===== config.mk =====
export PLATFORM = sky130hd
export DESIGN_NAME = fir_coef_loader
export DESIGN_NICKNAME = d
export VERILOG_FILES = /design/src/rtl/fir_coef_loader.sv
export SDC_FILE = /design/constraint.sdc
export NUM_CORES = 1
export LEC_CHECK = 0
export BUFFER_PORTS_ARGS = -buffer_cell sky130_fd_sc_hd__buf_2
export CAP_MARGIN = 0
export CORE_MARGIN = 2
export CORE_UTILIZATION = 35
export CTS_CLUSTER_DIAMETER = 200
export CTS_CLUSTER_SIZE = 25
export DETAILED_ROUTE_END_ITERATION = 10
export PLACE_DENSITY = 0.53
export SYNTH_ARGS = -nofsm -noshare
export SYNTH_HDL_FRONTEND = slang
export SYNTH_SLANG_ARGS = --single-unit

===== constraint.sdc =====
create_clock -name clk_i -period 8.57 [get_ports clk_i]
set_input_delay 0.857 -clock clk_i [delete_from_list [all_inputs] [get_ports clk_i]]
set_output_delay 0.857 -clock clk_i [all_outputs]
set_load 0.02 [all_outputs]

===== src/rtl/fir_coef_loader.sv =====
// +----------------------------------------------------------------------------+
// | fir_coef_loader                                                              |
// | Ping-pong coefficient banks streamed into the fir_filter serial config port. |
// | Optional build macro: COEF_SYMMETRIC_EN (half-depth mirrored banks).         |
// | Revision: 1.0                                                                |
// +----------------------------------------------------------------------------+
`default_nettype none

module fir_coef_loader #(
   parameter int LEN    = 21,
   parameter int CW     = 25,
   parameter int SETTLE = 24,
   localparam int AW    = (LEN > 1) ? $clog2(LEN) : 1
) (
   input  logic          clk_i,
   input  logic          reset_i,
   input  logic          wr_en_i,
   input  logic          wr_bank_i,
   input  logic [AW-1:0] wr_addr_i,
   input  logic [CW-1:0] wr_data_i,
   output logic          wr_err_o,
   input  logic          load_req_i,
   input  logic          load_bank_i,
   output logic          busy_o,
   output logic          done_o,
   output logic          active_bank_o,
   output logic [CW-1:0] cfg_din_o,
   output logic          cfg_ce_o,
   output logic          hold_o
);

`ifdef COEF_SYMMETRIC_EN
   localparam int DEPTH = (LEN + 1) / 2;
`else
   localparam int DEPTH = LEN;
`endif
   localparam int MAW    = (DEPTH > 1) ? $clog2(DEPTH) : 1;
   localparam int CNTMAX = (LEN > SETTLE) ? LEN : SETTLE;
   localparam int CNTW   = $clog2(CNTMAX + 1);

   localparam logic [CNTW-1:0] STREAM_END = CNTW'(LEN);
   localparam logic [CNTW-1:0] SETTLE_END = CNTW'((SETTLE > 0) ? SETTLE - 1 : 0);
   localparam logic [AW:0]     DEPTH_LIM  = (AW + 1)'(DEPTH);

   localparam logic [1:0] ST_IDLE   = 2'd0;
   localparam logic [1:0] ST_STREAM = 2'd1;
   localparam logic [1:0] ST_SETTLE = 2'd2;

   logic [1:0]      state_q, state_d;
   logic [CNTW-1:0] cnt_q, cnt_d;
   logic            bank_q, bank_d;
   logic            pend_q, pend_d;
   logic            pend_bank_q, pend_bank_d;
   logic            rd_vld_q;
   logic [CW-1:0]   rd_data_q;
   logic            busy_q, hold_q, done_q, active_q, wr_err_q, cfg_ce_q;
   logic [CW-1:0]   cfg_din_q;

   logic [CW-1:0]   mem_q [0:1][0:DEPTH-1];

   logic            w_accept, w_acc_bank, w_locked, w_wr_ok, w_rd_en;
   logic [AW-1:0]   w_beat, w_rd_full;
   logic [MAW-1:0]  w_rd_addr;

   // A load from IDLE takes the live request first, else the pending one.
   assign w_accept   = (state_q == ST_IDLE) && (load_req_i || pend_q);
   assign w_acc_bank = load_req_i ? load_bank_i : pend_bank_q;

   assign w_locked = ((state_q != ST_IDLE) && (wr_bank_i == bank_q)) ||
                     (w_accept && (wr_bank_i == w_acc_bank));
   assign w_wr_ok  = wr_en_i && ({1'b0, wr_addr_i} < DEPTH_LIM) && !w_locked;

   // The final STREAM count (cnt == LEN) is a drain cycle with no read.
   assign w_rd_en = (state_q == ST_STREAM) && (cnt_q != STREAM_END);
   assign w_beat  = cnt_q[AW-1:0];

`ifdef COEF_SYMMETRIC_EN
   localparam logic [AW-1:0] LAST_A = AW'(LEN - 1);
   logic [AW-1:0] w_mirror;
   logic          w_unused_hi;
   assign w_mirror    = LAST_A - w_beat;
   assign w_rd_full   = (w_beat <= w_mirror) ? w_beat : w_mirror;
   assign w_unused_hi = ^w_rd_full;
`else
   assign w_rd_full = w_beat;
`endif
   assign w_rd_addr = w_rd_full[MAW-1:0];

   always_comb begin
      state_d     = state_q;
      cnt_d       = cnt_q;
      bank_d      = bank_q;
      pend_d      = pend_q;
      pend_bank_d = pend_bank_q;
      case (state_q)
         ST_IDLE: begin
            if (w_accept) begin
               state_d = ST_STREAM;
               cnt_d   = '0;
               bank_d  = w_acc_bank;
               pend_d  = 1'b0;
            end
         end
         ST_STREAM: begin
            if (cnt_q == STREAM_END) begin
               cnt_d   = '0;
               state_d = (SETTLE == 0) ? ST_IDLE : ST_SETTLE;
            end else begin
               cnt_d = cnt_q + 1'b1;
            end
         end
         ST_SETTLE: begin
            if (cnt_q == SETTLE_END) begin
               cnt_d   = '0;
               state_d = ST_IDLE;
            end else begin
               cnt_d = cnt_q + 1'b1;
            end
         end
         default: state_d = ST_IDLE;
      endcase
      if ((state_q != ST_IDLE) && load_req_i) begin
         pend_d      = 1'b1;
         pend_bank_d = load_bank_i;
      end
   end

   always_ff @(posedge clk_i) begin
      if (w_wr_ok) begin
         mem_q[wr_bank_i][wr_addr_i[MAW-1:0]] <= wr_data_i;
      end
      if (w_rd_en) begin
         rd_data_q <= mem_q[bank_q][w_rd_addr];
      end
   end

   // Status outputs trail the state by one cycle; IDLE with busy_q set is the done cycle.
   always_ff @(posedge clk_i) begin
      if (reset_i) begin
         state_q     <= ST_IDLE;
         cnt_q       <= '0;
         bank_q      <= 1'b0;
         pend_q      <= 1'b0;
         pend_bank_q <= 1'b0;
         rd_vld_q    <= 1'b0;
         cfg_ce_q    <= 1'b0;
         cfg_din_q   <= '0;
         busy_q      <= 1'b0;
         hold_q      <= 1'b0;
         done_q      <= 1'b0;
         active_q    <= 1'b0;
         wr_err_q    <= 1'b0;
      end else begin
         state_q     <= state_d;
         cnt_q       <= cnt_d;
         bank_q      <= bank_d;
         pend_q      <= pend_d;
         pend_bank_q <= pend_bank_d;
         rd_vld_q    <= w_rd_en;
         cfg_ce_q    <= rd_vld_q;
         cfg_din_q   <= rd_vld_q ? rd_data_q : '0;
         hold_q      <= (state_q != ST_IDLE);
         busy_q      <= (state_q != ST_IDLE) || pend_q;
         done_q      <= (state_q == ST_IDLE) && busy_q;
         if ((state_q == ST_IDLE) && busy_q) begin
            active_q <= bank_q;
         end
         wr_err_q    <= wr_en_i && !w_wr_ok;
      end
   end

   assign wr_err_o      = wr_err_q;
   assign busy_o        = busy_q;
   assign done_o        = done_q;
   assign active_bank_o = active_q;
   assign cfg_din_o     = cfg_din_q;
   assign cfg_ce_o      = cfg_ce_q;
   assign hold_o        = hold_q;

endmodule

`default_nettype wire


== Word level (Yosys, flattened, before mapping) ==
Memory sizes are Yosys's and may differ from the RTL's. A register that Yosys moved wholly into a read port is not among the register bits.
Index checks and enable logic that the tools add are counted.
Widths: inputs -> output; s select.
Cells by class
  $add $sub $neg: 1
  $mul: 0
  divide/modulo/power cells: 0
  magnitude comparators: 4
  equality and inequality tests: 10
  shift operators: 0
  multiplexer cells: 21
  bitwise gates (word level): 3
  reduce and logical (&&, ||, !) cells: 25
Operator list (number)
  $mux 525: 1
  $bmux 25 s5: 1
  $demux 25 s5: 1
  $mux 25: 3
  $mux 5: 3
  $pmux 5 s3: 1
  $ge 6x6->1 const B: 2
  $not 5->6: 2
  $eq 5x5->1 const B: 2
  $logic_and 1x1->1: 10
  $mux 1: 7
  $lt 6x1->1 const B: 1
  $mux 2: 3
  $pmux 2 s3: 1
  $reduce_and 2->1: 3
  $reduce_bool 2->1: 3
  $add 5x1->5 const B: 1
  $lt 5x5->1 const B: 1
  $ne 5x5->1 const B: 1
  $ne 2x2->1 const B: 2
  $logic_or 1x1->1: 3
  $reduce_and 3->1: 1
  $reduce_bool 3->1: 1
  $eq 1x1->1: 2
  other kinds (7): 8
Word-level totals
  register bits: 67
  latch bits: 0
  RAM bits: 1050
  ROM bits: 0
  input port bits: 36
  output and inout bits: 31
  memories kept: 1
Memories
  mem_q: words 2, width 525, rd ports 1, clocked after Yosys merged registers in 1, wr ports 1, RTL line 59  | logic [CW-1:0] mem_q [0:1][0:DEPTH-1];

== Logic depth before layout (Yosys ltp) ==
Gate-level depths: netlist (run 1).
  word-level depth: 8
  depth in mapped cells: 9
  depth with buffers taken out: 7

== Worst setup path after synthesis (run 1) ==
Ideal clock, no wire load.
  path kind: in2reg
  from: input wr_bank_i
  to: memory mem_q[0][275] in the netlist's numbering, enable pin
  setup time: 438 ps
  data arrival time: 3546 ps
  slack: 4586 ps
  cell stages on the path: 6
  cells stage by stage: buf_2 xor2_1 o221ai_1 a21o_1 clkbuf_1 nor3_1
Between the ends
  word-level cells in the longest chain between the ends: 7
Ends and longest elaborated chain
  start, declared: RTL line 18  | input logic wr_bank_i,
  $eq 1x1->1 (on tied branches): RTL line 69, 70
  $logic_and 1x1->1 (on tied branches): RTL line 69, 70
  $logic_or 1x1->1: RTL line 69  | assign w_locked = ((state_q != ST_IDLE) && (wr_bank_i == bank_q)) ||
  $logic_not 1->1: RTL line 71  | assign w_wr_ok = wr_en_i && ({1'b0, wr_addr_i} < DEPTH_LIM) && !w_locked;
  $logic_and 1x1->1: RTL line 71
  $mux 1: RTL line 129  | if (w_wr_ok) begin
  $mux 525 (not written as such): RTL line 130  | mem_q[wr_bank_i][wr_addr_i[MAW-1:0]] <= wr_data_i;
  end, declared: RTL line 59
Parallel ways exist; a longest one is shown, timed or not.

== Final worst setup path (run 1) ==
  from: register state_q[0]
  to: memory mem_q[1][356] in the netlist's numbering, enable pin
Between the ends
  word-level cells in the longest chain between the ends: 8
Ends and longest elaborated chain
  start, declared: RTL line 49  | logic [1:0] state_q, state_d;
  start signal, assigned: RTL line 154  | state_q <= state_d;
  $logic_not 2->1: RTL line 66  | assign w_accept = (state_q == ST_IDLE) && (load_req_i || pend_q);
  $logic_and 1x1->1: RTL line 66
  $logic_and 1x1->1: RTL line 70  | (w_accept && (wr_bank_i == w_acc_bank));
  $logic_or 1x1->1 (*): RTL line 69
  $logic_not 1->1 (*): RTL line 71
  $logic_and 1x1->1 (*): RTL line 71
  $mux 1 (*): RTL line 129
  $mux 525 (not written as such) (*): RTL line 130
Mark *: on every way between the ends. The rest lies on a longest branch, timed or not.

==> summary.md, run 1 <==
| Metric | Value |
|---|---|
| Status | complete, no violations |
| Die width | about 350 um |
| Final nets | between 2000 and 2500 |
| Largest net degree at the start of global routing | 101 |
| FMAX | 231 MHz |
| DR DRC count | 0 |
| Port bufs | 66 |
| Multi-input gate area | 0.00921 mm^2 |
| Critical-path top delay cell | or4_1 |
| Clock slew at reported path FFs | 100 ps |
| Die area | approximately 0.13 mm^2 |
| Worst EP required | 8850 ps |
| Ratio of cells with drive above 1 in the final layout | 0.185 |
| Post-synth EDFFs | 1075 |
| Std-Cell Rows | 128 |
| Final critical-path required period | approximately 4300 ps |
| Hpwl dp | 64300 um |
| Switching part of the total power | 0.251 |
| Initial Util | 0.352 |
| Worst rel slew slack | 0.255 |
| Post-synth design cell area | between 0.04 and 0.05 mm^2 |
| Leakage | 0.0140 uW |
| RSZ-0062 raised after global routing | false |
| GR Util All Layers | 0.173 |
| Arr. time, crit path | 4620 ps |
| Synthesis-to-finish area growth | 8.83% |
| Critical path fanouts, max | 25 |
| Total power | 10500 uW |
| Seq pwr share | 0.589 |
| Avg Cell Area, Syn | 20.3 um^2 |
| Final Max Slew Viols | 0 |
| Int Power | ~7900 uW |
| Initial antenna violation count | 11 |
| Vias per Instance | 5.38 |
| Vias post-DR | 20500 |
| Worst path cell trace | inv_1 > ha_1 > o221ai_1 > a21o_1 > or4_1 > nor2_4 |
| Critical Path Start Type | flop |
| Synth top area cells | edfxtp_1 (75%), mux4_2 (8.7%), mux2i_1 (5.3%), dfxtp_1 (2.0%), o22ai_1 (0.72%) |
| # resized after CTS | 0 |
| Switching pwr | 2640 uW |
| Number of global-route vias before repair | 20300 |
| # clock sinks | 1118 |
| WS Path Type | reg -> reg |
| Most frequent cells in the layout | edfxtp_1 (1075), mux2i_1 (226), mux4_2 (165), buf_2 (66), a21oi_1 (59) |
| Clock Path Buffers | 3 |
| Max stage delay on crit path | 930 ps |
| Total Neg Setup Slack | 0 ps |
| Synthesized Nets | 2151 |
| Total CTS buffers | 50 |
| Drt wl/cell | 28.7 um |
| CTS tree | yes |
| Sequential-to-total area share from yosys stat | 0.774 |
| RD Place Congestion | 0.809 |
| Max_cap viols | 0 |
| Number of synthesized register bits | 1118 |
| Worst slew pin tran | about 1100 ps |
| Postcts setup bufs | 0 |
| H-Tree Depth | 2 |
| Core area | 0.122 mm^2 |
| VDD IR max | 0.137 mV |
| Detailed-router iteration count before antenna repair | 6 |
| First-pass GRT wire length | 156000 um |
| # IOs | 67 |
| Ys async rst share | 0 |
| Fill cell count | 10900 |
| Yosys warns | 0 |
| Iteration-0 DRC Markers | 2439 |
| Top_reg_cell synth | edfxtp_1 |
| Seq. cell area | 0.0332 mm^2 |
| Cells after Synth | 2108 |
| Cell type with the largest total area after synthesis | edfxtp_1 |
| Final antenna-violating net count | 0 |
| Root buf cell | clkbuf_16 |
| Crit share post-route | 0.506 |
| Hold WC Path Type | in -> reg |
| Worst-skew pair later-pin latency | 670 ps |
| Combinational Power Share | 0.145 |
| Total wire length | 110000 um |
| Most common cell after layout, fill and taps aside | edfxtp_1 |
| Final number of setup-violating endpoints | 0 |
| Post-CTS Hold Buffers | 0 |
| Total grt overflow | 0 |
| Fin. Hold Viols | 0 |
| Clock power frac | 0.266 |
| Setup ws final | 4230 ps |
| Crit path capture type | flop |
| Setup slack at placement | approximately 4100 ps |
| Pwr/cell area | 225 mW/mm^2 |
| Clock skew | 31.0 ps |
| Die H | between 300 and 400 um |
| Yosys cell types | 48 |
| Top cell type's share of synthesized area | 0.754 |
==> cell type report <==
class,count,share of cell area
Antenna cell,5,0.000268
Clock buffer,91,0.0306
Clock inverter,2,0.000376
Inverter,10,0.000805
Multi-Input combinational cell,854,0.198
Sequential cell,1118,0.711
Tap cell,1625,0.0436
Timing Repair Buffer,111,0.0151
==> path summary, 6_finish.rpt <==
kind                         to  cells past startpoint     startpoint  slack, ps
setup / recovery  mem_q[1][356]                      6     state_q[0]       4230
hold / removal         wr_err_o                      3        wr_en_i        440
setup reg to reg  mem_q[1][356]                      6     state_q[0]       4230
hold reg to reg   cfg_din_o[11]                      1  rd_data_q[11]        450
==> cells by family after synthesis <==
kind of cell,Yosys count,synth area share
buf+inv,136,0.0173
xor+xnor,3,0.000614
simple gates,162,0.0191
compound gates,277,0.0437
fa+ha+maj,7,0.00205
mux,405,0.143
flops,1118,0.774
==> routing by layer <==
layer  vias to the layer above  GRT usage  share of wire
li1                       8742          -              -
met1                     11000      0.250           0.44
met2                       655      0.279           0.48
met3                       109     0.0229          0.063
met4                         0     0.0395          0.021
met5                         -          0              0
==> worst max-delay path, delay by kind of cell, from the launching register on <==
kind | cells | cell delay [ps]
AO/OA/AOI/OAI | 2 | 1110
buffers and inverters | 1 | 120
flip-flops | 1 | 350
AND/OR/NAND/NOR | 2 | 1810
adder cells (fa/ha/maj) | 1 | 570
==> power by group through the flow <==
stage | sequential, uW | combinational (uW) | clock [uW]
6_report | 6180 | 1520 | 2800
3_5_place_dp | 6300 | 1550 | 0
5_1_grt | 6190 | 1620 | 3040
4_1_cts | 6180 | 1560 | 2870
3_3_place_gp | 6300 | 1540 | 0
2_1_floorplan | 6240 | 1100 | 0
==> synthesized netlist by cell type, types with 18 or more instances <==
| master | number |
|---|---|
| o21ai_0 | 26 |
| edfxtp_1 | 1075 |
| clkbuf_1 | 52 |
| a21oi_1 | 59 |
| and2_1 | 28 |
| buf_2 | 27 |
| nand2_1 | 43 |
| a211oi_1 | 26 |
| o22ai_1 | 49 |
| mux4_2 | 165 |
| a221oi_1 | 25 |
| nor2_1 | 31 |
| nor3_1 | 23 |
| a22o_1 | 18 |
| dfxtp_1 | 43 |
| mux2i_1 | 226 |
| buf_6 | 18 |
| o221ai_1 | 24 |
==> metrics by stage <==
step | instance area [um^2] | utilization | hold WS (ps) | std cells
2_1_floorplan | 42800 | - | 420 | 2108
3_3_place_gp | 45100 | 0.371 | 428 | 3718
3_5_place_dp | 45100 | 0.371 | 431 | 3718
4_1_cts | 46600 | 0.383 | 396 | 3811
5_1_grt | 46600 | 0.383 | 428 | 3812
6_report | 46600 | 0.383 | 436 | 3816
==> registers in the layout (all words and copies together), names as in the netlist, 2 cells and up, named ones only <==
signal and cells:
cfg_din_o 25, rd_data_q 25, state_q 2, mem_q 1050, cnt_q 5
Power figures use the tool's default switching activity.
==> run 2: changes to the inputs <==
==> constraint.sdc (replaced) <==
create_clock -name clk_i -period 4.4 [get_ports clk_i]
set_input_delay 0.44 -clock clk_i [delete_from_list [all_inputs] [get_ports clk_i]]
set_output_delay 0.44 -clock clk_i [all_outputs]
set_load 0.02 [all_outputs]
==> run 2 against run 1 <==
Compared with the run above: worst setup slack lost 3400 ps; sequential power grew 94%; highest routed layer is now met5; clock-buffer cell count grew 2; largest cell class unchanged; global-route usage grew 0.10 points; utilization grew 0.33 points.
==> summary.md, run 2 (same netlist as run 1, synthesis figures left out) <==
| Metric | Value |
|---|---|
| Std-Cell Rows | 128 (unchanged) |
| Number of global-route vias before repair | 21000 (+3.5%) |
| Postcts setup bufs | 0 (unchanged) |
| CTS tree | yes |
| H-Tree Depth | 2 (unchanged) |
| Leakage | 0.0143 uW (+1.6%) |
| Die width | 354 um (unchanged) |
| WP buf/inv | 3 (+2) |
| Worst slew pin tran | 1240 ps (+124 ps) |
| Hpwl dp | 65400 um (+1.7%) |
| Final number of setup-violating endpoints | 0 (unchanged) |
| Status | complete, no violations |
| Largest net degree at the start of global routing | 52 (-49%) |
| Post-Place Cell Area | 0.0455 mm^2 (+0.81%) |
| Total CTS buffers | 50 (unchanged) |
| Worst rel slew slack | 0.169 (-0.0865) |
| Cell family with most CP delay | simple AND/OR/NAND/NOR gates |
| Arr. time, crit path | 3830 ps (-790 ps) |
| Clock slew at reported path FFs | 100 ps (about the same) |
| Vias post-DR | 20900 (+1.8%) |
| Ratio of cells with drive above 1 in the final layout | 0.198 (+0.0137) |
| Most frequent cells in the layout | edfxtp_1 (1075), mux2i_1 (226), mux4_2 (165), buf_4 (69), buf_2 (66) |
| Port bufs | 66 (unchanged) |
| Root buf cell | clkbuf_16 |
| Placed cell count | 3753 (+0.94%) |
| # IOs | 67 (unchanged) |
| Worst EP required | 4710 ps (-4140 ps) |
| Max stage delay on crit path | 800 ps (-130 ps) |
| Setup ws final | 882 ps (-3350 ps) |
| Drt wl/cell | 28.6 um (-0.27%) |
| Die area | 0.125 mm^2 (unchanged) |
| Critical path fanouts, max | 25 (unchanged) |
| Crit path capture type | flop |
| Vias per Instance | 5.43 (+0.90%) |
| GR Util All Layers | 0.174 (+0.00103) |
| Total Neg Setup Slack | 0 ps (unchanged) |
| Pwr/cell area | 438 mW/mm^2 (+94%) |
| # resized after CTS | 0 (unchanged) |
| Final nets | 2223 (+1.6%) |
| RSZ-0062 raised after global routing | false |
| Final Max Slew Viols | 0 (unchanged) |
| Total grt overflow | 0 (unchanged) |
| Final critical-path required period | 3520 ps (-818 ps) |
| VDD IR max | 0.297 mV (+120%) |
| First-pass GRT wire length | 156000 um (+0.26%) |
| Crit share post-route | 0.799 (+0.294) |
| Max FFs per register | 1050 (unchanged) |
| Synthesis-to-finish area growth | 9.76% |
| Clock skew | 33.0 ps (+2.00 ps) |
| Fin cells | 3849 (+0.86%) |
| Core area | 0.122 mm^2 (unchanged) |
| Initial Util | 0.352 (unchanged) |
| Hold WC Path Type | in -> reg |
| FMAX | 284 MHz (+23%) |
| Initial antenna violation count | 15 (+4) |
| Fin area | 0.0470 mm^2 (+0.85%) |
| Max_cap viols | 0 (unchanged) |
| # clock sinks | 1118 (unchanged) |
| Critical Path Start Type | flop |
| Fill cell count | 10900 (+0.47%) |
| Die H | 354 um (unchanged) |
| Total wire length | 110000 um (+0.59%) |
| Final antenna-violating net count | 0 (unchanged) |
| Setup slack at placement | 932 ps (-3220 ps) |
| WS Path Type | reg -> reg |
| Fin. Hold Viols | 0 (unchanged) |
| Worst-skew pair later-pin latency | 680 ps (about the same) |
| Iteration-0 DRC Markers | 2151 (-12%) |
| Clock Path Buffers | 3 (unchanged) |
| CP most frequent cell | buf_4 |
| Critical-path top delay cell | nor2_4 |
| RD Place Congestion | 0.805 (-0.52%) |
| DR DRC count | 0 (unchanged) |
| Post-CTS Hold Buffers | 0 (unchanged) |
| Most common cell after layout, fill and taps aside | edfxtp_1 |
| Detailed-router iteration count before antenna repair | 5 (-1) |
| Worst path cell trace | inv_1 > ha_1 > buf_4 > o221ai_1 > a21o_1 > buf_4 > or4_1 > nor2_4 |
[run 2: cell types whose count changed in the layout (fill, tap and decap cells not counted)]
cell / previous run / this run
buf_12: 3 / 11
and2_2: 2 / 3
diode_2: 5 / 2
buf_4: 42 / 69
and2_1: 26 / 25
inv_6: 2 / 1
clkbuf_16: 51 / 53
[run 2: cell type report]
cell class | instances | area (um^2) | share of cell area
sequential | 1118 | 33200 | 0.705
multi-input combinational | 854 | 9220 | 0.196
tap | 1625 | 2030 | 0.0433
clock buffer | 93 | 1480 | 0.0314
timing repair buffer | 146 | 1070 | 0.0227
inverter | 10 | 37.5 | 0.000799
clock inverter | 1 | 8.76 | 0.000186
antenna | 2 | 5.00 | 0.000106
[run 2: final timing paths]
kind | startpoint | to | slack (ps) | cells past startpoint
max | state_q[1] | mem_q[0][156] | 880 | 8
max reg2reg | state_q[1] | mem_q[0][156] | 880 | 8
min | load_bank_i | pend_bank_q | 60 | 3
min reg2reg | rd_data_q[12] | cfg_din_o[12] | 450 | 1
[run 2: through the flow]
step                       util  power [uW]  hold slack [ps]
after global routing      0.387       21300             33.6
after detailed placement  0.374       15400              433
after global placement    0.374       15300              429
final                     0.387       20600             60.9
after CTS                 0.387       20800             18.3
after floorplan               -       14300              420
[run 2: routing by layer]
| layer | global-route usage | wire length [um] |
|---|---|---|
| met3 | 0.0338 | 7480 |
| met1 | 0.239 | 46700 |
| met4 | 0.0446 | 2700 |
| met2 | 0.285 | 53300 |
| met5 | 0 | 13 |
[run 2: power by group]
group | switching (uW) | internal [uW]
clock network | 3220 | 2290
logic | 1740 | 1310
registers | 168 | 11800
[run 2: worst min-delay path: stages]
cell and delay [ps]:
buf_2 120, nand3b_1 80, a21oi_1 60
